<file path="config.mk">
export PLATFORM = sky130hd
export DESIGN_NAME = spy_playback_controller
export DESIGN_NICKNAME = d
export VERILOG_FILES = /design/src/rtl/spy_playback_controller.sv
export SDC_FILE = /design/constraint.sdc
export NUM_CORES = 1
export LEC_CHECK = 0
export CORE_MARGIN = 10
export CORE_UTILIZATION = 53
export CTS_BUF_LIST = sky130_fd_sc_hd__clkbuf_8
export DETAILED_ROUTE_END_ITERATION = 16
export HOLD_SLACK_MARGIN = 0.15
export PLACE_DENSITY_LB_ADDON = 0.05
export SYNTH_ARGS = -nofsm -noshare
export SYNTH_HDL_FRONTEND = slang
export SYNTH_SLANG_ARGS = --single-unit
</file>
<file path="constraint.sdc">
create_clock -name clock -period 5.8 [get_ports clock]
set_clock_uncertainty 0.1 [all_clocks]
set_input_delay 0.87 -clock clock [delete_from_list [all_inputs] [get_ports clock]]
set_output_delay 0.87 -clock clock [all_outputs]
set_load 0.01 [all_outputs]
</file>
<file path="src/rtl/spy_playback_controller.sv">
// Spy buffer playback controller: gates recording into the circular memory,
// freezes it on request and streams the stored words oldest-first.
module spy_playback_controller #(
  parameter int WIDTH     = 6,
  parameter int DATAWIDTH = 64
) (
  input  logic                 clock,
  input  logic                 reset,
  input  logic                 in_valid,
  input  logic                 freeze,
  input  logic                 unfreeze,
  input  logic                 playback_start,
  output logic                 mem_write_enable,
  input  logic [WIDTH-1:0]     mem_write_pointer,
  output logic [WIDTH-1:0]     mem_read_addr,
  output logic                 mem_read_enable,
  input  logic [DATAWIDTH-1:0] mem_read_data,
  output logic [DATAWIDTH-1:0] out_data,
  output logic                 out_valid,
  input  logic                 out_ready,
  output logic                 out_last,
  output logic                 frozen,
  output logic                 done,
  output logic [WIDTH:0]       fill_count
);

  localparam logic [WIDTH:0] SIZE = (WIDTH + 1)'(1) << WIDTH;

  typedef enum logic [1:0] {RECORD, FROZEN, PLAYBACK} state_t;

  state_t               state;
  logic [WIDTH:0]       reads_left;
  logic                 empty_playback;
  logic [WIDTH-1:0]     read_addr;
  logic                 in_flight;
  logic                 in_flight_last;
  logic [DATAWIDTH-1:0] fifo_data [2];
  logic [1:0]           fifo_last;
  logic                 head;
  logic                 tail;
  logic [1:0]           fifo_count;
  logic                 pop;
  logic                 issue;
  logic [2:0]           committed;

  assign pop = (fifo_count != 2'd0) && out_ready;
  // Slots still claimed after this cycle's pop; a new read only fits below two.
  assign committed = {1'b0, fifo_count} - {2'b00, pop} + {2'b00, in_flight};
  assign issue = (state == PLAYBACK) && (reads_left != '0) && (committed < 3'd2);

  assign mem_write_enable = (state == RECORD) && in_valid && !reset;
  assign mem_read_enable  = issue;
  assign mem_read_addr    = read_addr;
  assign out_valid        = (fifo_count != 2'd0);
  assign out_data         = fifo_data[head];
  assign out_last         = out_valid && fifo_last[head];
  assign frozen           = (state != RECORD);

  always_ff @(posedge clock or posedge reset) begin
    if (reset) begin
      state          <= RECORD;
      reads_left     <= '0;
      empty_playback <= 1'b0;
      read_addr      <= '0;
      in_flight      <= 1'b0;
      in_flight_last <= 1'b0;
      for (int i = 0; i < 2; i++) fifo_data[i] <= '0;
      fifo_last      <= 2'b00;
      head           <= 1'b0;
      tail           <= 1'b0;
      fifo_count     <= 2'd0;
      done           <= 1'b0;
      fill_count     <= '0;
    end else begin
      done           <= 1'b0;
      in_flight      <= issue;
      in_flight_last <= issue && (reads_left == (WIDTH + 1)'(1));

      if (pop) head <= ~head;
      if (in_flight) begin
        fifo_data[tail] <= mem_read_data;
        fifo_last[tail] <= in_flight_last;
        tail            <= ~tail;
      end
      case ({in_flight, pop})
        2'b10:   fifo_count <= fifo_count + 2'd1;
        2'b01:   fifo_count <= fifo_count - 2'd1;
        default: fifo_count <= fifo_count;
      endcase

      case (state)
        RECORD: begin
          if (in_valid && (fill_count != SIZE)) fill_count <= fill_count + (WIDTH + 1)'(1);
          if (freeze) state <= FROZEN;
        end
        FROZEN: begin
          if (playback_start) begin
            state          <= PLAYBACK;
            reads_left     <= fill_count;
            empty_playback <= (fill_count == '0);
            // Dropping the top bit makes a full buffer start at the write pointer.
            read_addr      <= mem_write_pointer - fill_count[WIDTH-1:0];
          end else if (unfreeze) begin
            state <= RECORD;
          end
        end
        PLAYBACK: begin
          if (issue) begin
            read_addr  <= read_addr + WIDTH'(1);
            reads_left <= reads_left - (WIDTH + 1)'(1);
          end
          if (empty_playback || (pop && fifo_last[head])) begin
            done  <= 1'b1;
            state <= FROZEN;
          end
        end
        default: state <= RECORD;
      endcase
    end
  end

endmodule
</file>
# [After elaboration in Yosys (flattened, before gate mapping)]
# Cells that the tools add are included.
[totals] register_bits=160 latchBits=0 ram_bits=0 romBits=0 out_inout_bits=83 word_cells=93 n_memories=0
[op_classes] add_sub_neg=8 n_mul=0 div_mod_pow=0 magnitude_cmp=7 eq_ne=11 shift=0 muxes=25 bitwise=4 n_reduce_logical=24
[ops] cell="$mux 64" count=4
[ops] cell="$bwmux 128" count=1
[ops] cell="$demux 64 s1" count=1
[ops] cell="$mux 7" count=2
[ops] cell="$pmux 7 s2" count=1
[ops] cell="$mux 6" count=2
[ops] cell="$pmux 6 s2" count=1
[ops] cell="$logic_and 1x1->1" count=11
[ops] cell="$mux 2" count=4
[ops] cell="$reduce_bool 2->1" count=4
[ops] cell="$add 7x1->7 const B" count=1
[ops] cell="$eq 7x1->1 const B" count=1
[ops] cell="$logic_not 7->1" count=1
[ops] cell="$ne 7x7->1 const B" count=1
[ops] cell="$reduce_bool 7->1" count=1
[ops] cell="$sub 7x1->7 const B" count=1
[ops] cell="$add 6x1->6 const B" count=1
[ops] cell="$ne 2x2->1 const B" count=3
[ops] cell="$pmux 2 s3" count=1
[ops] cell="$reduce_and 3->1" count=2
[ops] cell="$sub 6x6->6" count=1
[ops] cell="$mux 1" count=5
[ops] cell="$eq 2x1->1 const B" count=2
[ops] cell="$eq 2x2->1 const B" count=2
[ops] cell="20 further kinds" count=25

# [Logic depth before layout (Yosys ltp)]
[logic_depth] depth_word=8 depth_mapped=11

# [Worst setup path before layout]
# OpenSTA, ideal clock, no wires.
[synth_timing] path_type="input-to-output" from="input out_ready" to="output mem_read_enable" arrival_ps=2232 setup_slack_ps=2598 cell_stages=8 n_path_buf=0 cell_sequence="nand2_1 nor2_1 a21oi_1 nand2b_1 fa_1 xnor2_1 o2111ai_4 inv_1"
[synth_between] elab_chain_cells=5
[synth_lines] element="start, declared" line_no="20" rtl="input logic out_ready,"
[synth_lines] element="$logic_and 1x1->1" line_no="46" rtl="assign pop = (fifo_count != 2'd0) && out_ready;"
[synth_lines] element="$sub 2x1->3" line_no="48" rtl="assign committed = {1'b0, fifo_count} - {2'b00, pop} + {2'b00, in_flight};"
[synth_lines] element="$add 3x1->3" line_no="48"
[synth_lines] element="$lt 3x2->1" line_no="49" rtl="assign issue = (state == PLAYBACK) && (reads_left != '0) && (committed < 3'd2);"
[synth_lines] element="$logic_and 1x1->1" line_no="49"
[synth_lines] element="end, declared" line_no="16" rtl="output logic mem_read_enable,"
# Every way passes these cells.

# [Worst setup path in the final report]
# Ends and elaborated chain as after synthesis.

==> results_dict.tcl <==
set metrics [dict create \
    outcome "complete, no violations" \
    netlist_area_um2 7430 \
    p_leak_nw 4.03 \
    routabilityCongestion 0.804 \
    vias 4783 \
    fmax_mhz 221 \
    hold_class "register to register" \
    io_pins 160 \
    start_util_pct 53.8 \
    comb_power_share_pct 49.5 \
    vias_per_cell 5.31 \
    synth-edff-count 0 \
    synth-seq-area-share_pct 53.9 \
    fp.coreArea_um2 13800 \
    power_density_nw_per_um2 612 \
    drc_errors 0 \
    switching_share_pct 32.7 \
    tns_ps 0 \
    dieArea_um2 19200 \
    critPathRequiredTime_ps 4830 \
    startpoint_type "primary input" \
    wl_um 16600 \
    antenna_found_initial 0 \
    syn_avg_cell_area_um2 13.4 \
    clockPowerShare_pct 15.5 \
    synth_top_area_cell "dfrtp_1" \
    arrival_ps 3560 \
    synth_cells 555 \
    clk_pin_slew_ps 70 \
    place_hpwl_um 11400 \
    grt_pass1_wl_um 27300 \
    worstMarginPinSlew_ps 1070 \
    root_buffer "clkbuf_8" \
    drive_above_1_share_pct 34.1 \
    drt_iter0_drc 237 \
    clk_latency_ps 450 \
    cts_made_buffers 17 \
    final_cell_mix "mux2_2, dfrtp_1, clkdlybuf4s50_1" \
    die_w_um 138 \
    critical_path_class "primary input to primary output" \
    diodes 0 \
    final.period_utilization_pct 78.1 \
    cts_resized 0 \
    seqCellArea_um2 4010 \
    seqPwrFrac_pct 35.0 \
    fin_nets 798 \
    synth.area.top_cells "dfrtp_1, mux2_2, ha_1" \
    maxSlewViolCount 0 \
    power.switching_mw 1.92 \
    die_h_um 138 \
    place_area_um2 9140 \
    routedWlPerCell_um 18.4 \
    final_common_cell "mux2_2" \
    multi_input_area_um2 3230 \
    synth_async_sr_flop_share_pct 100 \
    worstHoldStart "fifo_data[102]$_DFFE_PP0P_" \
    htree_levels 4 \
    maxCapViolCount 0 \
    slew_headroom_pct 28.4 \
    crit_path_end_kind "primary output" \
    cts_tree "done" \
    first_pass_iters 4 \
    hold_viol 0 \
    hold_buffers 0 \
    synthFlopType "dfrtp_1" \
    setup.worst_path.start "out_ready" \
    area_delta_synth_final_pct 29.2 \
    num-fill-cells 987 \
    grt_pass1_vias 5212 \
    ir_worst_vdd_uv 352 \
    ant_nets 0 \
    regToRegStartpoint "fifo_count[1]$_DFFE_PP0P_" \
    yosys_warnings 0 \
    rsz0062_at_grt "no" \
    crit_path_max_fanout 5 \
    setup_violations 0 \
    synth_fp_nets 645 \
    io_buffer_count 159 \
    cts_sinks 160 \
    grt_usage_pct 17.4 \
    synthDominantCellAreaShare_pct 53.9 \
    intPower_mw 3.95 \
    ys_types 47 \
    period_needed_ps 4530 \
    cts_setup_buffers 0 \
    clock_path_buffers 2 \
    rows 43 \
    grt_max_degree 122 \
    final_cell_area_um2 9600 \
    synth-seq-cells 160 \
    grt_overflow 0 \
]
power by group through the flow:
stage                     sequential (mW)  clock [mW]  combinational (mW)
final                                2.06       0.911                2.91
after global routing                 2.14       0.984                3.15
after CTS                            2.06       0.938                2.96
after detailed placement             2.08           0                2.94
after global placement               2.04           0                2.88
after floorplan                      1.93           0                1.87
metrics by stage:
| stage | hold slack, ps | util, % | std cells | worst slack, ps | power, mW |
|---|---|---|---|---|---|
| 2_1_floorplan | 349 | - | 555 | 510 | 3.81 |
| 3_3_place_gp | 381 | 66.1 | 869 | 1420 | 4.93 |
| 3_5_place_dp | 387 | 66.1 | 869 | 1260 | 5.02 |
| 4_1_cts | 407 | 69.4 | 901 | 1250 | 5.96 |
| 5_1_grt | 414 | 69.4 | 901 | 1040 | 6.28 |
| 6_report | 402 | 69.4 | 901 | 1270 | 5.88 |
cells in the mapped netlist (all sizes together) (3+ instances only):
master and number:
mux2 194, dfrtp 160, nor2 24, nand2 22, a21oi 17, buf 16
inv 16, o21ai 14, clkbuf 13, ha 11, xnor2 11, nand2b 6
nor3 6, nand3 5, a31oi 3, and3 3, nor4 3
critical path, stage by stage:
cell and delay (ps):
clkdlybuf4s50_1 550, nand2_1 70, nor2_1 190, a21oi_1 110
nand2b_1 170, fa_1 400, xnor2_1 280, o2111ai_4 190
inv_1 150, clkdlybuf4s50_1 580
metal layers:
metal	global-route usage [%]	vias to the layer above	share of wire, %	wire (um)
met1	21.2	2393	43	7120
li1	-	2270	-	-
met4	4.77	0	1.2	193
met2	28.9	104	51	8360
met3	5.62	16	5.3	876
met5	0	-	0	0
cell type report:
type | count | area share (%)
Multi-Input combinational cell | 350 | 33.6
Clock inverter | 10 | 1.63
Inverter | 16 | 0.678
Timing Repair Buffer | 163 | 16.9
Sequential cell | 160 | 41.7
Clock buffer | 22 | 3.15
Tap cell | 180 | 2.35
flip-flops by register name (all words and copies together), names as in the netlist, 2 cells and up:
signal	flops
fifo_data	128
reads_left	7
state	2
fill_count	7
fifo_last	2
mem_read_addr	6
fifo_count	2
cells by family after synthesis:
group	after synthesis	synth area share (%)
buf+inv	45	2.79
compound gates	51	4.78
simple gates	78	5.10
mux	195	29.5
flops	160	53.9
xor+xnor	13	1.53
fa+ha+maj	13	2.39
worst paths after layout:
kind	slack, ps	cells past startpoint	endpoint
max	1270	10	mem_read_enable
min in group asynchronous	1020	2	fill_count[0]$_DFFE_PP0P_
max in group asynchronous	3420	3	fifo_data[36]$_DFFE_PP0P_
min reg2reg	400	1	fifo_data[102]$_DFFE_PP0P_
max reg2reg	2910	10	mem_read_addr[5]$_DFFE_PP0P_
min	400	1	fifo_data[102]$_DFFE_PP0P_
(Power assumes the default switching activity.)
==> edit (same flow settings) <==
Set the parameter `DATAWIDTH` to 128 (it was 64).
--- a/src/rtl/spy_playback_controller.sv
+++ b/src/rtl/spy_playback_controller.sv
@@ -2,7 +2,7 @@
 // freezes it on request and streams the stored words oldest-first.
 module spy_playback_controller #(
   parameter int WIDTH     = 6,
-  parameter int DATAWIDTH = 64
+  parameter int DATAWIDTH = 128
 ) (
   input  logic                 clock,
   input  logic                 reset,
Interface: changed (resized mem_read_data and out_data); port bits go from 160 to 288. No check against the original RTL was run, so the function may have changed too.
==> edit against the original RTL <==
Routed wire length up 81%. Worst hold slack lost 0.0048 ns. Power up 78%. Count of clock-buffer cells in the layout increased by 36. Maximum frequency is 1.2% higher. Cell area grew 77%. Synthesized area is 73% higher. Setup slack improved by 0.052 ns. Sequential cell count grew 128. Critical endpoint unchanged. Highest routed layer unchanged.
==> edit: results (changes against the original RTL) <==
Worst-path clk slew=0.05 ns (was 0.07 ns); Slew @ Worst Pin=0.897 ns (was 1.07 ns); syn_nets=1041 (was 645); WL/cell=19.5 um (was 18.4 um); status=finished clean (unchanged); port bufs=287 (was 159); DP Area=0.0160 mm^2 (was 0.00914 mm^2); slowest CP cell=clkdlybuf4s50_1 (unchanged); first-pass GRT wire length=47700 um (was 27300 um); synth unique cells=48 (was 47); worst vdd ir=0.421 mV (was 0.352 mV); number of buffers created by CTS=48 (was 17); layout cells sized above 1=0.391 (was 0.341); period utilization=0.772 (was 0.781); Worst Reg-to-Reg Cells=10 (unchanged); synth warn=0 (unchanged); Synth area leader=dfrtp_1 (unchanged); clock root cell=clkbuf_8 (unchanged); worst hold path type=reg -> reg (unchanged); drt first-iter violations=390 (was 237); count of TritonRoute iterations in the first routing pass=4 (unchanged); Crit Reg-Reg Endpoint=mem_read_addr[5] (unchanged); Setup crit end=mem_read_enable (unchanged); CTS max path bufs=3 (was 2); Worst R2R Start=fifo_count[1] (unchanged); Async S/R FF share, synth=1.00 (unchanged); gp weighted congestion=0.791 (was 0.804); Setup WS pre-CTS=1.31 ns (was 1.26 ns); Area contributors post-synth=dfrtp_1, mux2_2, buf_2 (was dfrtp_1, mux2_2, ha_1); crit path from=out_ready (unchanged); slowest stage delay, CP=0.62 ns (was 0.58 ns); antenna violations before repair=1 (was 0); worst-skew pair later-pin latency=0.54 ns (was 0.45 ns); vias in the first global route=8730 (was 5212); vias per inst=5.30 (was 5.31); post-CTS setup buffer count=0 (unchanged); All-Layer GR Usage=0.191 (was 0.174); Layout Cells excl Fill=1540 (was 901); nets@finish=1338 (was 798); Worst EP arrival=3.51 ns (was 3.56 ns); top post-synthesis cells by count=mux2_2, dfrtp_1, buf_2 (was mux2_2, dfrtp_1, nor2_1); pin count of the biggest net entering global routing=171 (was 122); cts repair resizes=0 (unchanged); Lkg Pwr=7.12 nW (was 4.03 nW); DP Wirelength=20700 um (was 11400 um); crit-path max FO=7 (was 5); sequential-to-total area share from yosys stat=0.559 (was 0.539); Post-Synthesis Cells=887 (was 555); top flop regs=fifo_data (256), fill_count (7), reads_left (7) (was fifo_data (128), fill_count (7), reads_left (7)); r2r setup slk=3.08 ns (was 2.91 ns); htree depth=2 (was 4)
## edit: cell count changes after synthesis, sizes merged, moves of 3 or more
| cell | change |
|---|---|
| nor3b | +3 |
| dfrtp | +128 |
| nand2 | -7 |
| nor3 | -3 |
| mux2 | +192 |
| o21ai | +5 |
| inv | -3 |
| clkbuf | -10 |
| buf | +29 |
## edit: cell type report
type,instances,area [um^2]
repair buffers,295,2970
fillers,1808,7140
inverters,13,52.6
well taps,324,405
multi-input cells,538,5400
diodes,1,2.50
clock buffers,58,798
flip-flops and latches,288,7210
clock inverters,23,121
## edit: power breakdown
group / internal [mW] / leakage [nW] / switching, mW
Combinational: 3.14 / 3.20 / 2.03
Sequential: 3.04 / 3.38 / 0.564
Clock: 0.939 / 0.537 / 0.762
## edit: cell families after synthesis
group           count (synthesis)  share of synthesized area
buf+inv                        61                     0.0231
mux                           388                      0.339
fa+ha+maj                      13                     0.0138
flops                         288                      0.559
compound gates                 51                     0.0268
simple gates                   72                     0.0290
xor+xnor                       14                    0.00951
## edit: critical path, delay by kind of cell
family | cells | cell delay, ns
AOI/OAI and AO/OA | 2 | 0.45
adders and majority gates | 1 | 0.49
buffers and inverters | 2 | 1.17
and+or+nand+nor | 4 | 0.53
## edit: worst min-delay path by stage
stage,startpoint,endpoint,slack (ns),cells after the start
after floorplan,empty_playback,empty_playback,0.35,2
after global placement,fifo_data[36],fifo_data[36],0.38,1
after detailed placement,fifo_data[99],fifo_data[99],0.39,1
after CTS,fifo_data[3],fifo_data[3],0.40,1
after global routing,fifo_data[68],fifo_data[68],0.41,1
final,fifo_data[2],fifo_data[2],0.40,1
## edit: metal layers
metal	vias to the layer above	routed length (um)	global-route usage
met5	-	0	0
li1	3787	-	-
met3	50	1760	0.0483
met1	4106	13000	0.243
met4	0	769	0.0629
met2	220	14500	0.314
